--- config.mk ---
export PLATFORM = sky130hd
export DESIGN_NAME = keypad_scanner_flat
export DESIGN_NICKNAME = d
export VERILOG_FILES = /design/src/rtl/keypad_scanner_if.sv /design/src/rtl/keypad_scanner.sv /design/src/flat_wrapper.sv
export SDC_FILE = /design/constraint.sdc
export NUM_CORES = 1
export LEC_CHECK = 0
export ABC_CLOCK_PERIOD_IN_PS = 2400
export CORE_ASPECT_RATIO = 1.25
export CORE_MARGIN = 1.5
export CORE_UTILIZATION = 50
export CTS_CLUSTER_DIAMETER = 40
export CTS_CLUSTER_SIZE = 12
export DETAILED_ROUTE_END_ITERATION = 8
export PLACE_DENSITY = 0.67
export SYNTH_ARGS = -nofsm -noshare
export SYNTH_HDL_FRONTEND = slang
export SYNTH_SLANG_ARGS = --single-unit
--- constraint.sdc ---
create_clock -name clk -period 2.4 [get_ports clk]
set_input_delay 0.24 -clock clk [delete_from_list [all_inputs] [get_ports clk]]
set_output_delay 0.24 -clock clk [all_outputs]
set_load 0.03 [all_outputs]
--- src/rtl/keypad_scanner_if.sv ---
`default_nettype none
// ============================================================================
// Module   : keypad_scanner_if
// Desc     : Pin-side and event-side signals of the matrix keypad scanner.
//            master = scanner (drives columns, reports key events),
//            slave  = keypad pins / consumer (drives rows, sees events).
// Revision : 1.0 - initial release
// ============================================================================
interface keypad_scanner_if #(
    parameter int ROWS = 4,
    parameter int COLS = 4
);
    localparam int KW = $clog2(ROWS * COLS);

    logic [ROWS-1:0] row;        // raw row sense lines, asynchronous
    logic [COLS-1:0] col;        // column strobe
    logic [KW-1:0]   key_code;   // code of the accepted key
    logic            key_valid;  // one-cycle pulse per accepted press
    logic            key_held;   // accepted key not yet released
    logic            multi_key;  // last completed scan saw >= 2 keys

    modport master (
        input  row,
        output col,
        output key_code,
        output key_valid,
        output key_held,
        output multi_key
    );

    modport slave (
        output row,
        input  col,
        input  key_code,
        input  key_valid,
        input  key_held,
        input  multi_key
    );
endinterface
`default_nettype wire

--- src/rtl/keypad_scanner.sv ---
`default_nettype none
// ============================================================================
// Module   : keypad_scanner
// Desc     : Matrix keypad scanner. Rotates a one-hot column strobe with a
//            programmable dwell, samples synchronised rows at the end of each
//            dwell, encodes the lowest pressed key of every full scan and
//            reports one debounced event per press.
// Options  : KEYSCAN_DEBOUNCE_EN - when defined, a press or release needs
//            DEBOUNCE_SCANS consecutive agreeing scans; when undefined the
//            first clean scan is accepted and the first empty scan releases.
// Revision : 1.0 - initial release
// ============================================================================
module keypad_scanner #(
    parameter int ROWS           = 4,
    parameter int COLS           = 4,
    parameter int STEP_CYCLES    = 1000,
    parameter int DEBOUNCE_SCANS = 4,
    parameter bit ACTIVE_LOW     = 1'b1,
    parameter int KW             = $clog2(ROWS * COLS)
) (
    input  logic             clk,
    input  logic             rst,
    keypad_scanner_if.master kp
);

    // ------------------------------------------------------------------
    // Derived sizes and constants
    // ------------------------------------------------------------------
    localparam int SW = $clog2(STEP_CYCLES);
    localparam int CW = $clog2(COLS);

    localparam logic [SW-1:0]   c_STEP_LAST = SW'(STEP_CYCLES - 1);
    localparam logic [CW-1:0]   c_COL_LAST  = CW'(COLS - 1);
    localparam logic [COLS-1:0] c_COL_FIRST = COLS'(1);

    // State encoding is shared by both builds so the PRESSED/IDLE codes
    // stay identical whether or not debounce is compiled in.
    localparam logic [1:0] c_IDLE     = 2'd0;
    localparam logic [1:0] c_PRESSED  = 2'd2;
`ifdef KEYSCAN_DEBOUNCE_EN
    localparam logic [1:0] c_DEBOUNCE = 2'd1;
    localparam logic [1:0] c_RELEASE  = 2'd3;
`endif

    // Out-of-range parameters make the scan timing meaningless (the
    // synchroniser needs at least 3 cycles of dwell), so stop elaboration.
    if (ROWS < 1 || COLS < 2 || STEP_CYCLES < 3 || DEBOUNCE_SCANS < 1 ||
        KW != $clog2(ROWS * COLS)) begin : g_param_check
        $error("keypad_scanner: parameter out of range");
    end

    // ------------------------------------------------------------------
    // Declarations
    // ------------------------------------------------------------------
    logic [ROWS-1:0] r_row_meta;
    logic [ROWS-1:0] r_row_sync;
    logic [ROWS-1:0] w_row_norm;

    logic [SW-1:0]   r_step;
    logic [CW-1:0]   r_col_idx;
    logic [COLS-1:0] r_col_oh;
    logic            w_sample;
    logic            w_scan_end;

    logic            w_col_found;
    logic            w_col_multi;
    logic [KW-1:0]   w_col_code;

    logic            r_acc_found;
    logic            r_acc_multi;
    logic [KW-1:0]   r_acc_code;
    logic            w_acc_live;
    logic            w_scan_found;
    logic            w_scan_multi;
    logic [KW-1:0]   w_scan_code;
    logic            w_clean;

    logic [1:0]      r_state;
    logic [KW-1:0]   r_key_code;
    logic            r_key_valid;
    logic            r_key_held;
    logic            r_multi_key;

    // ------------------------------------------------------------------
    // Row synchroniser and polarity normalisation
    // ------------------------------------------------------------------
    // Two-flop synchroniser for the asynchronous row pins.
    always_ff @(posedge clk) begin
        if (rst) begin
            r_row_meta <= '0;
            r_row_sync <= '0;
        end else begin
            r_row_meta <= kp.row;
            r_row_sync <= r_row_meta;
        end
    end

    // A pressed key reads as 1 from here on regardless of pin polarity.
    assign w_row_norm = ACTIVE_LOW ? ~r_row_sync : r_row_sync;

    // ------------------------------------------------------------------
    // Dwell timer and column rotation
    // ------------------------------------------------------------------
    assign w_sample   = (r_step == c_STEP_LAST);
    assign w_scan_end = w_sample && (r_col_idx == c_COL_LAST);

    // Step counter wraps every STEP_CYCLES cycles; the last count is the sample.
    always_ff @(posedge clk) begin
        if (rst) begin
            r_step <= '0;
        end else if (w_sample) begin
            r_step <= '0;
        end else begin
            r_step <= r_step + SW'(1);
        end
    end

    // Column index and its one-hot strobe advance together after each sample,
    // so the pin strobe comes straight from a flop.
    always_ff @(posedge clk) begin
        if (rst) begin
            r_col_idx <= '0;
            r_col_oh  <= c_COL_FIRST;
        end else if (w_sample) begin
            r_col_oh <= {r_col_oh[COLS-2:0], r_col_oh[COLS-1]};
            if (r_col_idx == c_COL_LAST) begin
                r_col_idx <= '0;
            end else begin
                r_col_idx <= r_col_idx + CW'(1);
            end
        end
    end

    assign kp.col = ACTIVE_LOW ? ~r_col_oh : r_col_oh;

    // ------------------------------------------------------------------
    // Per-column key encoding
    // ------------------------------------------------------------------
    // Walk rows from the top down so the lowest pressed row wins the code;
    // a second pressed row in the same column flags a multi-key.
    always_comb begin
        w_col_found = 1'b0;
        w_col_multi = 1'b0;
        w_col_code  = '0;
        for (int r = ROWS - 1; r >= 0; r--) begin
            if (w_row_norm[r]) begin
                if (w_col_found) begin
                    w_col_multi = 1'b1;
                end
                w_col_found = 1'b1;
                w_col_code  = KW'(r * COLS) + KW'(r_col_idx);
            end
        end
    end

    // ------------------------------------------------------------------
    // Scan accumulator
    // ------------------------------------------------------------------
    // Column 0 starts a new scan, so the stored accumulator is ignored there.
    assign w_acc_live   = (r_col_idx != '0);
    assign w_scan_found = (w_acc_live && r_acc_found) || w_col_found;
    assign w_scan_multi = w_col_multi ||
                          (w_acc_live && (r_acc_multi || (r_acc_found && w_col_found)));
    assign w_clean      = w_scan_found && !w_scan_multi;

    // Codes interleave across columns (row*COLS+col), so an earlier column can
    // hold a larger code; keep the numerically lowest one seen this scan.
    always_comb begin
        w_scan_code = w_col_code;
        if (w_acc_live && r_acc_found && (!w_col_found || (r_acc_code < w_col_code))) begin
            w_scan_code = r_acc_code;
        end
    end

    // Fold each column sample into the running scan summary.
    always_ff @(posedge clk) begin
        if (rst) begin
            r_acc_found <= 1'b0;
            r_acc_multi <= 1'b0;
            r_acc_code  <= '0;
        end else if (w_sample) begin
            r_acc_found <= w_scan_found;
            r_acc_multi <= w_scan_multi;
            r_acc_code  <= w_scan_code;
        end
    end

    // Multi-key flag reflects the most recently completed scan.
    always_ff @(posedge clk) begin
        if (rst) begin
            r_multi_key <= 1'b0;
        end else if (w_scan_end) begin
            r_multi_key <= w_scan_multi;
        end
    end

    // ------------------------------------------------------------------
    // Key event state machine, evaluated once per completed scan
    // ------------------------------------------------------------------
`ifdef KEYSCAN_DEBOUNCE_EN
    localparam int                CNTW         = $clog2(DEBOUNCE_SCANS + 1);
    localparam logic [CNTW-1:0]   c_CNT_ONE    = CNTW'(1);
    localparam logic [CNTW-1:0]   c_CNT_TARGET = CNTW'(DEBOUNCE_SCANS);

    logic [CNTW-1:0] r_cnt;
    logic [CNTW-1:0] w_cnt_inc;
    logic [KW-1:0]   r_cand;

    assign w_cnt_inc = r_cnt + c_CNT_ONE;

    // Press needs DEBOUNCE_SCANS identical clean scans; release needs the same
    // number of consecutive empty scans. Only one event per press.
    always_ff @(posedge clk) begin
        if (rst) begin
            r_state     <= c_IDLE;
            r_cnt       <= '0;
            r_cand      <= '0;
            r_key_code  <= '0;
            r_key_valid <= 1'b0;
            r_key_held  <= 1'b0;
        end else begin
            r_key_valid <= 1'b0;
            if (w_scan_end) begin
                case (r_state)
                    c_IDLE: begin
                        if (w_clean) begin
                            r_cand <= w_scan_code;
                            r_cnt  <= c_CNT_ONE;
                            if (DEBOUNCE_SCANS == 1) begin
                                r_state     <= c_PRESSED;
                                r_key_code  <= w_scan_code;
                                r_key_valid <= 1'b1;
                                r_key_held  <= 1'b1;
                            end else begin
                                r_state <= c_DEBOUNCE;
                            end
                        end
                    end
                    c_DEBOUNCE: begin
                        if (w_clean && (w_scan_code == r_cand)) begin
                            r_cnt <= w_cnt_inc;
                            if (w_cnt_inc == c_CNT_TARGET) begin
                                r_state     <= c_PRESSED;
                                r_key_code  <= r_cand;
                                r_key_valid <= 1'b1;
                                r_key_held  <= 1'b1;
                            end
                        end else begin
                            r_state <= c_IDLE;
                        end
                    end
                    c_PRESSED: begin
                        // Any scan with a key present (even another key or a
                        // multi-key) keeps the current press alive.
                        if (!w_scan_found) begin
                            r_cnt <= c_CNT_ONE;
                            if (DEBOUNCE_SCANS == 1) begin
                                r_state    <= c_IDLE;
                                r_key_held <= 1'b0;
                            end else begin
                                r_state <= c_RELEASE;
                            end
                        end
                    end
                    c_RELEASE: begin
                        if (!w_scan_found) begin
                            r_cnt <= w_cnt_inc;
                            if (w_cnt_inc == c_CNT_TARGET) begin
                                r_state    <= c_IDLE;
                                r_key_held <= 1'b0;
                            end
                        end else begin
                            r_state <= c_PRESSED;
                        end
                    end
                    default: begin
                        r_state <= c_IDLE;
                    end
                endcase
            end
        end
    end
`else
    // First clean scan is accepted at once; first empty scan releases.
    always_ff @(posedge clk) begin
        if (rst) begin
            r_state     <= c_IDLE;
            r_key_code  <= '0;
            r_key_valid <= 1'b0;
            r_key_held  <= 1'b0;
        end else begin
            r_key_valid <= 1'b0;
            if (w_scan_end) begin
                case (r_state)
                    c_IDLE: begin
                        if (w_clean) begin
                            r_state     <= c_PRESSED;
                            r_key_code  <= w_scan_code;
                            r_key_valid <= 1'b1;
                            r_key_held  <= 1'b1;
                        end
                    end
                    c_PRESSED: begin
                        if (!w_scan_found) begin
                            r_state    <= c_IDLE;
                            r_key_held <= 1'b0;
                        end
                    end
                    default: begin
                        r_state <= c_IDLE;
                    end
                endcase
            end
        end
    end
`endif

    // ------------------------------------------------------------------
    // Outputs
    // ------------------------------------------------------------------
    assign kp.key_code  = r_key_code;
    assign kp.key_valid = r_key_valid;
    assign kp.key_held  = r_key_held;
    assign kp.multi_key = r_multi_key;

endmodule
`default_nettype wire

--- src/flat_wrapper.sv ---
// flat-port wrapper written by rule: the top's interface ports become plain ports
module keypad_scanner_flat 
#(
    parameter int ROWS           = 4,
    parameter int COLS           = 4,
    parameter int STEP_CYCLES    = 1000,
    parameter int DEBOUNCE_SCANS = 4,
    parameter bit ACTIVE_LOW     = 1'b1,
    parameter int KW             = $clog2(ROWS * COLS)
)
  (clk, rst, kp_row, kp_col, kp_key_code, kp_key_valid, kp_key_held, kp_multi_key);
  keypad_scanner_if #(.ROWS(ROWS), .COLS(COLS)) kp_i ();
  input  logic clk;
  input  logic rst;
  input wire logic [$bits(kp_i.row)-1:0] kp_row;
  output wire logic [$bits(kp_i.col)-1:0] kp_col;
  output wire logic [$bits(kp_i.key_code)-1:0] kp_key_code;
  output wire logic [$bits(kp_i.key_valid)-1:0] kp_key_valid;
  output wire logic [$bits(kp_i.key_held)-1:0] kp_key_held;
  output wire logic [$bits(kp_i.multi_key)-1:0] kp_multi_key;
  assign kp_i.row = kp_row;
  assign kp_col = kp_i.col;
  assign kp_key_code = kp_i.key_code;
  assign kp_key_valid = kp_i.key_valid;
  assign kp_key_held = kp_i.key_held;
  assign kp_multi_key = kp_i.multi_key;
  keypad_scanner #(.ROWS(ROWS), .COLS(COLS), .STEP_CYCLES(STEP_CYCLES), .DEBOUNCE_SCANS(DEBOUNCE_SCANS), .ACTIVE_LOW(ACTIVE_LOW), .KW(KW)) u_core (.clk(clk), .rst(rst), .kp(kp_i));
endmodule
==> out/qor.txt <==
first-pass iteration count of the detailed router -> 4
Num Clock Sinks -> 37
die boundary height -> 67.8 um
area enclosed by the die boundary -> 3720 um2
Placed Area -> 1870 um2
highest routed metal layer -> met4
GPL Wtd Cong -> 0.760
Pins Over Slew Limit -> 0
wire length of the first global-routing pass -> 5.55 mm
maximum count of clock buffers along a single path -> 2
number of buffers created by CTS -> 5
routed length on met2 -> 1.76 mm
CP startpoint kind -> register
most frequently used flop master after synthesis -> sky130_fd_sc_hd__dfxtp_1
number of global-route vias before repair -> 1,325
half-perimeter wire length after detailed placement -> 2.39 mm
Avg Vias per Cell -> 5.50
count of flip-flops with a built-in enable after synthesis -> 0
worst-skew pair later-pin latency -> 0.29 ns
CTS H-tree depth -> 2
Finished Cell Area -> 2030 um2
hold-critical path endpoint -> u_core.r_row_sync[3]$_SDFF_PP0_
final setup violation count -> 0
worst reg2reg endpoint -> u_core.kp.key_code[0]$_SDFFE_PP0P_
kind of critical path -> register to register
final period utilization -> 93.8%
number of antenna violations at the first check in global routing -> 0
critical-path maximum fanout -> 7
status -> complete, no violations
count of inserted antenna diode cells -> 0
Overall Global Routing Usage -> 20.9%
number of hold violations in the final report -> 0
most common cell in the netlist -> sky130_fd_sc_hd__dfxtp_1
P_leak -> 0.000780 uW
count of distinct cell types in the synthesized netlist -> 38
worst setup slack after layout -> 0.149 ns
largest net degree at the start of global routing -> 16
row count -> 23
Worst Hold Launch -> u_core.r_row_meta[3]$_SDFF_PP0_
Mean Syn Cell Area -> 9.23 um2
area delta synth->final -> 20.6%
post-route antenna net violation count -> 0
synth cell count leaders -> 37 x sky130_fd_sc_hd__dfxtp_1, 19 x sky130_fd_sc_hd__nand2_1, 16 x sky130_fd_sc_hd__a21oi_1
Detailed Route WL -> 3.33 mm
share of the yosys chip area belonging to registers -> 44.1%
buffer cell driving the clock tree root -> sky130_fd_sc_hd__clkbuf_8
Place WS -> 0.135 ns
non-filler cells in the finished layout -> 242
wire length per cell -> 13.8 um
Rel. slew slack -> 61.4%
setup slack of the worst register-to-register path -> 0.15 ns
Netlist Area Pre-Place -> 1680 um2
IO Pins -> 17
Worst Setup End Kind -> register
number of synthesis warnings -> 0
worst min path class -> register to register
Total Negative Setup Slacks -> 0 ns
vias -> 1,332
Die X -> 54.8 um
IO Port Bufs -> 16
Power Total -> 1310 uW
cell depth of the worst hold path -> 1
GR Overflow Total -> 0
Nets -> 216
Routed met3 length -> 94 um
data required time of the critical path -> 2.55 ns
top-area cell type share of the netlist area -> 44.1%
Post-Syn Instances -> 182
effective utilization at floorplan -> 52.6%
share of final-layout standard cells stronger than drive strength 1 -> 12.2%
routed length on met1 -> 1.42 mm
post-CTS clock slew at the launch and capture registers of the worst setup and hold paths -> 0.07 ns
asr flop ratio synth -> 0%
worst IR drop on VDD -> 636 uV
power density of the placed cells -> 647 nW/um2
Placed Cells -> 232
Core Box Area -> 3190 um2
top cells by area, synth -> sky130_fd_sc_hd__dfxtp_1 44%, sky130_fd_sc_hd__a21oi_1 4.8%, sky130_fd_sc_hd__ha_1 4.5%
CTS tree -> done
number of DRC markers in iteration 0 -> 23
number of maximum-capacitance violations -> 0
final critical path time including I/O delays and setup -> 2.25 ns
highest attainable clock frequency -> 444 MHz
count of state elements after synthesis -> 37
number of cell instances on the worst register-to-register path -> 9
Yosys top cell by area -> sky130_fd_sc_hd__dfxtp_1
post-synthesis net count -> 194
worst setup path startpoint -> u_core.r_row_sync[1]$_SDFF_PP0_
signal arrival time at the worst endpoint -> 2.40 ns
Worst Clk Skew -> 0.00511 ns
worst reg2reg startpoint -> u_core.r_row_sync[1]$_SDFF_PP0_
remaining routing DRC violations -> 0
Tightest Pin Transition -> 0.578 ns
total of hold buffers inserted after clock tree synthesis -> 0
worst max-delay path, stage by stage (launching register included):
cell	delay, ns
sky130_fd_sc_hd__dfxtp_1	0.45
sky130_fd_sc_hd__nand2_1	0.07
sky130_fd_sc_hd__a21oi_1	0.23
sky130_fd_sc_hd__inv_1	0.07
sky130_fd_sc_hd__ha_1	0.30
sky130_fd_sc_hd__o211ai_1	0.09
sky130_fd_sc_hd__o211ai_1	0.37
sky130_fd_sc_hd__nand2_1	0.19
sky130_fd_sc_hd__a22oi_1	0.24
sky130_fd_sc_hd__a211oi_1	0.10
how the worst max path moves through the flow:
stage	end	slack [ns]
global route	u_core.kp.key_code[0]$_SDFFE_PP0P_	-0.04
finish	u_core.kp.key_code[0]$_SDFFE_PP0P_	0.15
floorplan	u_core.kp.key_code[0]$_SDFFE_PP0P_	0.31
CTS	u_core.r_acc_code[3]$_SDFFE_PP0P_	0.12
detailed placement	u_core.r_acc_code[0]$_SDFFE_PP0P_	0.13
global placement	u_core.r_acc_code[3]$_SDFFE_PP0P_	0.19
where the power goes:
group / switching, uW / total, uW / internal (uW)
clock network: 224 / 637 / 413
registers: 10.1 / 634 / 624
logic: 18.6 / 39.1 / 20.5
cells by family (layout without fill, tap and decap cells):
kind of cell | Yosys count | in the layout | share of synthesized area (%)
buffers and inverters | 19 | 42 | 5.14
multiplexers | 4 | 4 | 2.38
XOR/XNOR | 6 | 6 | 3.13
AO/OA/AOI/OAI | 37 | 37 | 14.5
flip-flops | 37 | 37 | 44.1
AND/OR/NAND/NOR | 72 | 72 | 25.6
adder cells (fa/ha/maj) | 7 | 7 | 5.07
through the flow:
| stage | utilization [%] | hold WS, ns |
|---|---|---|
| 3_3_place_gp | 58.7 | 0.422 |
| 5_1_grt | 63.4 | 0.451 |
| 3_5_place_dp | 58.7 | 0.423 |
| 6_report | 63.4 | 0.437 |
| 4_1_cts | 62.9 | 0.440 |
| 2_1_floorplan | - | 0.368 |
routing by layer:
layer,GRT usage [%],up-vias
li1,-,676
met4,9.38,0
met3,5.75,7
met1,21.8,628
met5,0,-
met2,37.5,21
what timing repair did:
action                     4_1_cts  5_1_grt
setup buffers                    0        2
resized for setup                0        2
setup endpoints to repair        0        8
flip-flops by register name, summed over array words and instances (netlist names):
| name | cells |
|---|---|
| u_core.r_step | 10 |
| u_core.kp.key_code | 4 |
| u_core.r_acc_code | 4 |
| u_core.r_col_oh | 4 |
| u_core.r_row_meta | 4 |
| u_core.r_row_sync | 4 |
| u_core.r_col_idx | 2 |
| u_core.kp.key_valid | 1 |
| u_core.kp.multi_key | 1 |
| u_core.r_acc_found | 1 |
| u_core.r_acc_multi | 1 |
| u_core.r_state | 1 |
area by class of cell:
type	instances	area [um2]
fill	273	1170
multi-input combinational	126	852
sequential	37	743
timing repair buffer	22	205
clock buffer	5	68.8
clock inverter	3	65.1
tap	37	46.3
inverter	12	45.0
cell usage in the layout, fill, tap and decap left out, types with 5 or more instances in the layout:
cell and instances:
sky130_fd_sc_hd__nor2_1 9, sky130_fd_sc_hd__a21oi_1 16, sky130_fd_sc_hd__clkbuf_8 5, sky130_fd_sc_hd__nor3_1 7
sky130_fd_sc_hd__dfxtp_1 35, sky130_fd_sc_hd__buf_4 6, sky130_fd_sc_hd__nor2b_1 8, sky130_fd_sc_hd__nand3_1 5
sky130_fd_sc_hd__inv_1 12, sky130_fd_sc_hd__nand2_1 19, sky130_fd_sc_hd__o211ai_1 5, sky130_fd_sc_hd__ha_1 6
sky130_fd_sc_hd__a211oi_1 5, sky130_fd_sc_hd__clkdlybuf4s50_1 16
Power figures use the tool's default switching activity.
